===== src/rtl/pc_ctrl_unit.sv =====
// Fetch-stage PC unit: next-PC selection, one-entry stalled-branch redirect slot, AdEL fault flagging.
// Optional accepted-fetch counter is built only when PC_FETCH_CNT_EN is defined.
module pc_ctrl_unit #(
  parameter int                ADDR_W     = 32,
  parameter logic [ADDR_W-1:0] RESET_PC   = 'h0000_3000,
  parameter logic [ADDR_W-1:0] IMEM_LO    = 'h0000_3000,
  parameter logic [ADDR_W-1:0] IMEM_HI    = 'h0000_4ffc,
  parameter logic [ADDR_W-1:0] EXC_VECTOR = 'h0000_4180
) (
  input  logic              clk,
  input  logic              reset,
  input  logic              en,
  input  logic              br_valid,
  input  logic [ADDR_W-1:0] br_target,
  input  logic              exc_req,
  input  logic              eret_req,
  input  logic [ADDR_W-1:0] epc,
  output logic [ADDR_W-1:0] pc,
  output logic [4:0]        excode_F,
  output logic [ADDR_W-1:0] badvaddr_F,
  output logic              redirect_pending,
  output logic [31:0]       fetch_cnt
);

  typedef enum logic {SLOT_EMPTY, SLOT_FULL} slot_t;

  slot_t             slot_reg, slot_next;
  logic [ADDR_W-1:0] pc_reg, pc_next;
  logic [ADDR_W-1:0] pend_target_reg, pend_target_next;
  logic              fetch_fault;

  always_ff @(posedge clk) begin
    if (reset) begin
      slot_reg        <= SLOT_EMPTY;
      pc_reg          <= RESET_PC;
      pend_target_reg <= '0;
    end else begin
      slot_reg        <= slot_next;
      pc_reg          <= pc_next;
      pend_target_reg <= pend_target_next;
    end
  end

  // CP0 redirects ignore the stall; a stalled branch is parked and the newest one wins.
  always_comb begin
    slot_next        = slot_reg;
    pc_next          = pc_reg;
    pend_target_next = pend_target_reg;
    if (exc_req) begin
      pc_next   = EXC_VECTOR;
      slot_next = SLOT_EMPTY;
    end else if (eret_req) begin
      pc_next   = epc;
      slot_next = SLOT_EMPTY;
    end else if (en) begin
      if (br_valid)
        pc_next = br_target;
      else if (slot_reg == SLOT_FULL)
        pc_next = pend_target_reg;
      else
        pc_next = pc_reg + ADDR_W'(4);
      slot_next = SLOT_EMPTY;
    end else if (br_valid) begin
      pend_target_next = br_target;
      slot_next        = SLOT_FULL;
    end
  end

  assign fetch_fault      = (pc_reg[1:0] != 2'b00) || (pc_reg < IMEM_LO) || (pc_reg > IMEM_HI);
  assign pc               = pc_reg;
  assign excode_F         = fetch_fault ? 5'd4 : 5'd0;
  assign badvaddr_F       = fetch_fault ? pc_reg : '0;
  assign redirect_pending = (slot_reg == SLOT_FULL);

`ifdef PC_FETCH_CNT_EN
  logic [31:0] fetch_cnt_reg;

  always_ff @(posedge clk) begin
    if (reset)
      fetch_cnt_reg <= 32'h0;
    else if (en && !exc_req && !eret_req && !fetch_fault)
      fetch_cnt_reg <= fetch_cnt_reg + 32'd1;
  end

  assign fetch_cnt = fetch_cnt_reg;
`else
  assign fetch_cnt = 32'h0;
`endif

endmodule


===== config.mk =====
export PLATFORM = sky130hd
export DESIGN_NAME = pc_ctrl_unit
export DESIGN_NICKNAME = d
export VERILOG_FILES = /design/src/rtl/pc_ctrl_unit.sv
export SDC_FILE = /design/constraint.sdc
export NUM_CORES = 1
export LEC_CHECK = 0
export CORE_MARGIN = 2
export CORE_UTILIZATION = 35
export DETAILED_ROUTE_END_ITERATION = 10
export PLACE_DENSITY_LB_ADDON = 0.25
export SYNTH_ARGS = -nofsm -noshare
export SYNTH_HDL_FRONTEND = slang
export SYNTH_SLANG_ARGS = --single-unit

===== constraint.sdc =====
create_clock -name clk -period 3.8 [get_ports clk]
set_clock_uncertainty 0.05 [all_clocks]
set_input_delay 0.38 -clock clk [delete_from_list [all_inputs] [get_ports clk]]
set_output_delay 0.38 -clock clk [all_outputs]
set_load 0.02 [all_outputs]

==> summary.md, run 1 <==
| Metric | Value |
|---|---|
| Unrepaired setup endpoints after global routing | false |
| Sw Ratio | 28.2% |
| Endpoints failing hold | 0 |
| Cells on worst reg2reg path | 6 |
| Largest register FFs | 32 |
| Core area | 0.0115 mm^2 |
| DRT Pass-1 Iters | 10 |
| Fmax | 357 MHz |
| Worst reg2reg startpoint | pc[3] |
| Status | finished, violations left |
| Worst-skew pair later-pin latency | 0.33 ns |
| Via density | 5.49 |
| Routed Antenna Nets | 0 |
| Final Critical Period | 2.80 ns |
| Syn. warnings | 0 |
| Post-synth top cells | nand2_1 (92), dfxtp_1 (65), clkbuf_1 (56) |
| Top post-synthesis cells by area | dfxtp_1 (31%), nand2_1 (8.3%), buf_4 (6.7%) |
| Worst EP required | 4.03 ns |
| Comb power frac | 19.9% |
| Max-slew violation count | 0 |
| P_sw | 0.605 mW |
| Hold wc startpoint | pend_target_reg[1] |
| Hold-fix buffers, CTS | 0 |
| VDD IR max | 0.200 mV |
| Int Pwr | 1.54 mW |
| Slew @ Worst Pin | 0.687 ns |
| Post-synthesis sequential area ratio | 31.2% |
| Antenna cells | 0 |
| Fillers | 1142 |
| Failing checks | DRC |
| Flop2flop setup slack | 1.26 ns |
| Worst Hold Path EP | pend_target_reg[1] |
| Crit path max fanout | 13 |
| Drt initial violations | 319 |
| Clock Root Buffer | clkbuf_16 |
| Initial Util | 36.2% |
| P&R area growth vs syn | 38.3% |
| Routability cong. | 0.901 |
| Cell mode on critical path | nand3_1 |
| Clock power share | 45.1% |
| Slowest cell on the critical path | or4_1 |
| Non-Filler Instances | 819 |
| Cell breakdown of the critical path | clkdlybuf4s50_1 > nor2_1 > nand3_1 > or4_1 > nand3_1 |
| Syn avg cell area | 7.24 um^2 |
| Global route total overflow | 0 |
| Final setup TNS | 0 ns |
| First-pass GRT wire length | 22500 um |
| DP Cell Count | 804 |
| Multi-input gate area | 0.00244 mm^2 |
| Count of cell types in the netlist | 56 |
| Hpwl dp | 10700 um |
| Seq. cell area | 0.00130 mm^2 |
| CTS tree | yes |
| Clk slew on worst S/H paths | 0.06 ns |
| Post-synthesis cell area | 0.00417 mm^2 |
| Max Buffers Root-to-Sink | 2 |
| Residual DRC | 12 |
| Net count, final | 743 |
| Headroom to the max-slew limit | 54.0% |
| CP Class | in2reg |
| Power consumption | 2.15 mW |
| Avg WL per Cell | 18.0 um |
| Full die area | 0.0128 mm^2 |
| Worst Path Arrival | 3.03 ns |
| Async SR Flop Fraction | 0% |
| Largest net degree at the start of global routing | 48 |
| # rows | 39 |
| Startpoint types | primary input |
| Input/output buffers | 135 |
| Setup violators final | 0 |
| CTS Buf Count | 9 |
| Crit share post-route | 73.8% |
| FF-to-FF End | pc[28] |
| H-tree depth | 3 |
| CP Depth | 5 |
| Worst path bufs/invs | 1 |
| Seq cells post-synth | 65 |
| Max incr delay on CP | 0.67 ns |
| Hold/Removal Path Class | reg2reg |
| Fraction of power consumed by sequential logic | 35.1% |
| Gates resized, CTS repair | 0 |
| Fraction of layout cells with a size suffix above 1 | 5.47% |
| Total GRT Usage | 22.4% |
| Pwr dens | 372 mW/mm^2 |
| WL final | 14700 um |
| Routed via count | 4495 |
| Lkg Pwr | 2.05 nW |
| Worst Hold Path Cells | 2 |
| Num Clock Sinks | 65 |
| Number of flops mapped to enable cells by yosys | 0 |
| Post-route core utilization | 50.1% |
| CP delay by family, top | simple AND/OR/NAND/NOR gates |
| CP endpoint kind | register |
| Syn Inst Count | 576 |
| Most used DFF post-synth | dfxtp_1 |
| Count leader, synth | nand2_1 |
| Number of I/O pins | 172 |
| Initial antenna violation count | 0 |
| Yosys top cell by area | dfxtp_1 |
| Die W | 113 um |
| Post-CTS Setup Bufs | 0 |
| Max Cap Viol | 0 |
| Synth top area share | 31.2% |
| Die Y | 113 um |
| Hold slack | 0.403 ns |
| Vias in the first global route | 3935 |
## area by class of cell
type                    instances  share of cell area, %
inverters                      13                  0.846
flip-flops and latches         65                   22.6
well taps                     143                   3.10
clock inverters                 6                   2.02
clock buffers                   9                   3.91
repair buffers                149                   25.3
multi-input cells             434                   42.3
## layer usage
metal  GRT usage (%)  routed length (um)  vias to the layer above
met5               0                   0                        -
met4            6.42                 243                        0
met3            3.32                1010                       20
met2            34.8                6960                      198
met1            32.3                6530                     2103
li1                -                   -                     2174
## worst register-to-register path: cells and delay by family, from the launching register on
family	cells	cell delay, ns
simple gates	5	1.74
flops	1	0.45
fa+ha+maj	1	0.25
## through the flow
step,cell area [um^2],worst slack [ns]
2_1_floorplan,4300,1.52
3_3_place_gp,5430,0.846
3_5_place_dp,5430,0.678
4_1_cts,5770,1.01
5_1_grt,5770,0.820
6_report,5770,0.997
## power groups by stage
| stage | Clock, mW | Combinational (mW) | Sequential (mW) |
|---|---|---|---|
| final | 0.968 | 0.427 | 0.753 |
| after CTS | 0.972 | 0.425 | 0.752 |
| after global placement | 0 | 0.421 | 0.766 |
| after floorplan | 0 | 0.238 | 0.771 |
| after detailed placement | 0 | 0.423 | 0.767 |
| after global routing | 1.01 | 0.455 | 0.758 |
## worst max path at each step
stage                       start  endpoint  slack, ns
final                     exc_req    pc[28]        1.0
after global placement    exc_req    pc[28]       0.85
after CTS                 exc_req    pc[28]       1.01
after global routing      exc_req    pc[28]       0.82
after detailed placement  exc_req    pc[28]       0.68
after floorplan             pc[3]    pc[28]       1.52
## kinds of logic (layout without fill, tap and decap cells)
logic type / Yosys count / count (layout) / synth area share (%)
AO/OA/AOI/OAI: 153 / 153 / 24.8
XOR/XNOR: 11 / 11 / 2.31
adder cells (fa/ha/maj): 1 / 1 / 0.300
buffers and inverters: 112 / 177 / 13.5
flip-flops: 65 / 65 / 31.2
multiplexers: 5 / 5 / 1.20
other: 1 / 36 / 0.0899
AND/OR/NAND/NOR: 228 / 228 / 26.5
## cell usage in the layout (no fill, tap or decap), drive strengths merged, types with 7 or more instances in the layout
cell type and n:
nor2b 11, dfxtp 65, nor3 20, a221oi 19, nor2 33, clkdlybuf4s50 135
inv 14, nand2 92, o211ai 8, a21oi 54, nor4 12, o21ai 18
clkbuf 9, conb 36, o31ai 9, nand4 8, nand3 19, nand2b 7
buf 14, a221o 7
Power figures use the tool's default switching activity.
==> run 2, diff against run 1 <==
==> constraint.sdc (replaced) <==
create_clock -name clk -period 2.7 [get_ports clk]
set_clock_uncertainty 0.05 [all_clocks]
set_input_delay 0.27 -clock clk [delete_from_list [all_inputs] [get_ports clk]]
set_output_delay 0.27 -clock clk [all_outputs]
set_load 0.02 [all_outputs]
==> run 2 against run 1 <==
Net effect:
- the run still ends with DRC left
- count of clock-buffer cells in the layout stayed put
- wire length is 2.4% higher
- worst setup slack worse by 0.85 ns
- register-to-register slack worse by 0.82 ns
- clock power is 12% higher
- sequential power is 41% higher
- global-route usage is 0.58 points higher
- combinational power is 45% higher
- design area is 0.65% higher
- first-iteration DRC count is 30% higher
- via count is 2.6% higher
- sequential share of layout area is 0.15 points lower
==> summary.md, run 2 (synthesis results as in run 1) <==
| Metric | Value |
|---|---|
| Routability cong. | 0.904 |
| Global route total overflow | 0 |
| Most frequent cells in the layout | clkdlybuf4s50_1 (135), nand2_1 (92), dfxtp_1 (65) |
| Pwr dens | 474 mW/mm^2 |
| Hold slack | 0.405 ns |
| Avg WL per Cell | 18.2 um |
| CP endpoint kind | output pin |
| Core area | 0.0115 mm^2 |
| Hpwl dp | 11400 um |
| Failing checks | DRC |
| Net count, final | 755 |
| First-pass GRT wire length | 23100 um |
| Drt initial violations | 416 |
| Slew @ Worst Pin | 0.580 ns |
| CTS tree | yes |
| Max Cap Viol | 0 |
| Max-slew violation count | 0 |
| Input/output buffers | 135 |
| P&R area growth vs syn | 39.2% |
| Largest register FFs | 32 |
| Die W | 113 um |
| WL final | 15100 um |
| Max Buffers Root-to-Sink | 2 |
| Residual DRC | 12 |
| Crit path max fanout | 14 |
| VDD IR max | 0.220 mV |
| Die Y | 113 um |
| Final setup TNS | 0 ns |
| Setup violators final | 0 |
| Routed Antenna Nets | 0 |
| H-tree depth | 3 |
| Clock Root Buffer | clkbuf_16 |
| DRT Pass-1 Iters | 10 |
| Hold/Removal Path Class | reg2reg |
| Status | finished, violations left |
| Fmax | 392 MHz |
| Unrepaired setup endpoints after global routing | false |
| CP Class | reg2out |
| Post-route core utilization | 50.4% |
| Via density | 5.55 |
| Non-Filler Instances | 831 |
| Most common cell after layout, fill and taps aside | clkdlybuf4s50_1 |
| Crit share post-route | 94.5% |
| Fraction of layout cells with a size suffix above 1 | 7.27% |
| Antenna cells | 0 |
| Vias in the first global route | 4135 |
| Final Critical Period | 2.55 ns |
| Largest net degree at the start of global routing | 41 |
| CTS Buf Count | 9 |
| Worst Path Arrival | 2.23 ns |
| Num Clock Sinks | 65 |
| # rows | 39 |
| Startpoint types | register |
| Full die area | 0.0128 mm^2 |
| Lkg Pwr | 2.07 nW |
| Power consumption | 2.75 mW |
| Worst EP required | 2.38 ns |
| Clk slew on worst S/H paths | 0.06 ns |
| Headroom to the max-slew limit | 60.9% |
| DP Cell Count | 816 |
| Worst-skew pair later-pin latency | 0.33 ns |
| Total GRT Usage | 23.0% |
| Number of I/O pins | 172 |
| Routed via count | 4614 |
| Initial Util | 36.2% |
| Endpoints failing hold | 0 |
| Initial antenna violation count | 0 |
[run 2: changes by cell type in the layout (fill, tap and decap cells not counted)]
cell,change
buf_12,+1
buf_4,+11
bufinv_16,-3
clkinv_2,+1
clkinv_4,-1
clkinvlp_4,+3
nor4_1,-1
nor4_2,+1
[run 2: worst paths after layout]
| kind | to | slack [ns] | depth (start not counted) | start |
|---|---|---|---|---|
| max reg2reg | pc[28] | 0.44 | 6 | pc[3] |
| min reg2reg | pend_target_reg[19] | 0.41 | 2 | pend_target_reg[19] |
| min | pend_target_reg[19] | 0.41 | 2 | pend_target_reg[19] |
| max | badvaddr_F[6] | 0.15 | 7 | pc[13] |
[run 2: cell type report]
type / count / area [um^2]
Clock buffer: 9 / 225
Clock inverter: 6 / 45.0
Fill cell: 1152 / 5710
Inverter: 13 / 48.8
Multi-Input combinational cell: 434 / 2450
Sequential cell: 65 / 1300
Tap cell: 143 / 179
Timing Repair Buffer: 161 / 1560
[run 2: power breakdown]
part	switching [mW]	internal [mW]
Combinational	0.336	0.283
Sequential	0.0608	0.996
Clock	0.457	0.618
[run 2: timing repair]
item                                    4_1_cts  5_1_grt
gates resized for setup                       0        1
endpoints found under the setup margin        0        4
endpoints found under the hold margin         0        0
setup buffers                                 0        0
hold buffers                                  0        0
[run 2: worst max-delay path: stages, from the launching register on]
cell and delay (ns):
dfxtp_1 0.54, nand2_1 0.12, nor2_1 0.10, a21oi_1 0.05, nor3_1 0.23, buf_4 0.24
nor2b_1 0.06, clkdlybuf4s50_1 0.55
[run 2: routing by layer]
| metal | routed length, um | vias to the layer above | global-route usage, % | part of all wire [%] |
|---|---|---|---|---|
| met5 | 0 | - | 0 | 0 |
| met3 | 1240 | 21 | 3.91 | 8.2 |
| met2 | 7080 | 203 | 36.3 | 47 |
| met4 | 233 | 0 | 6.42 | 1.5 |
| li1 | - | 2203 | - | - |
| met1 | 6540 | 2187 | 32.4 | 43 |
[run 2: per-stage QoR]
| step | worst slack [ns] | area [um^2] |
|---|---|---|
| final | 0.150 | 5800 |
| after global routing | 0.0222 | 5800 |
| after CTS | 0.139 | 5800 |
| after detailed placement | 0.390 | 5530 |
| after global placement | 0.420 | 5530 |
| after floorplan | 0.424 | 4300 |
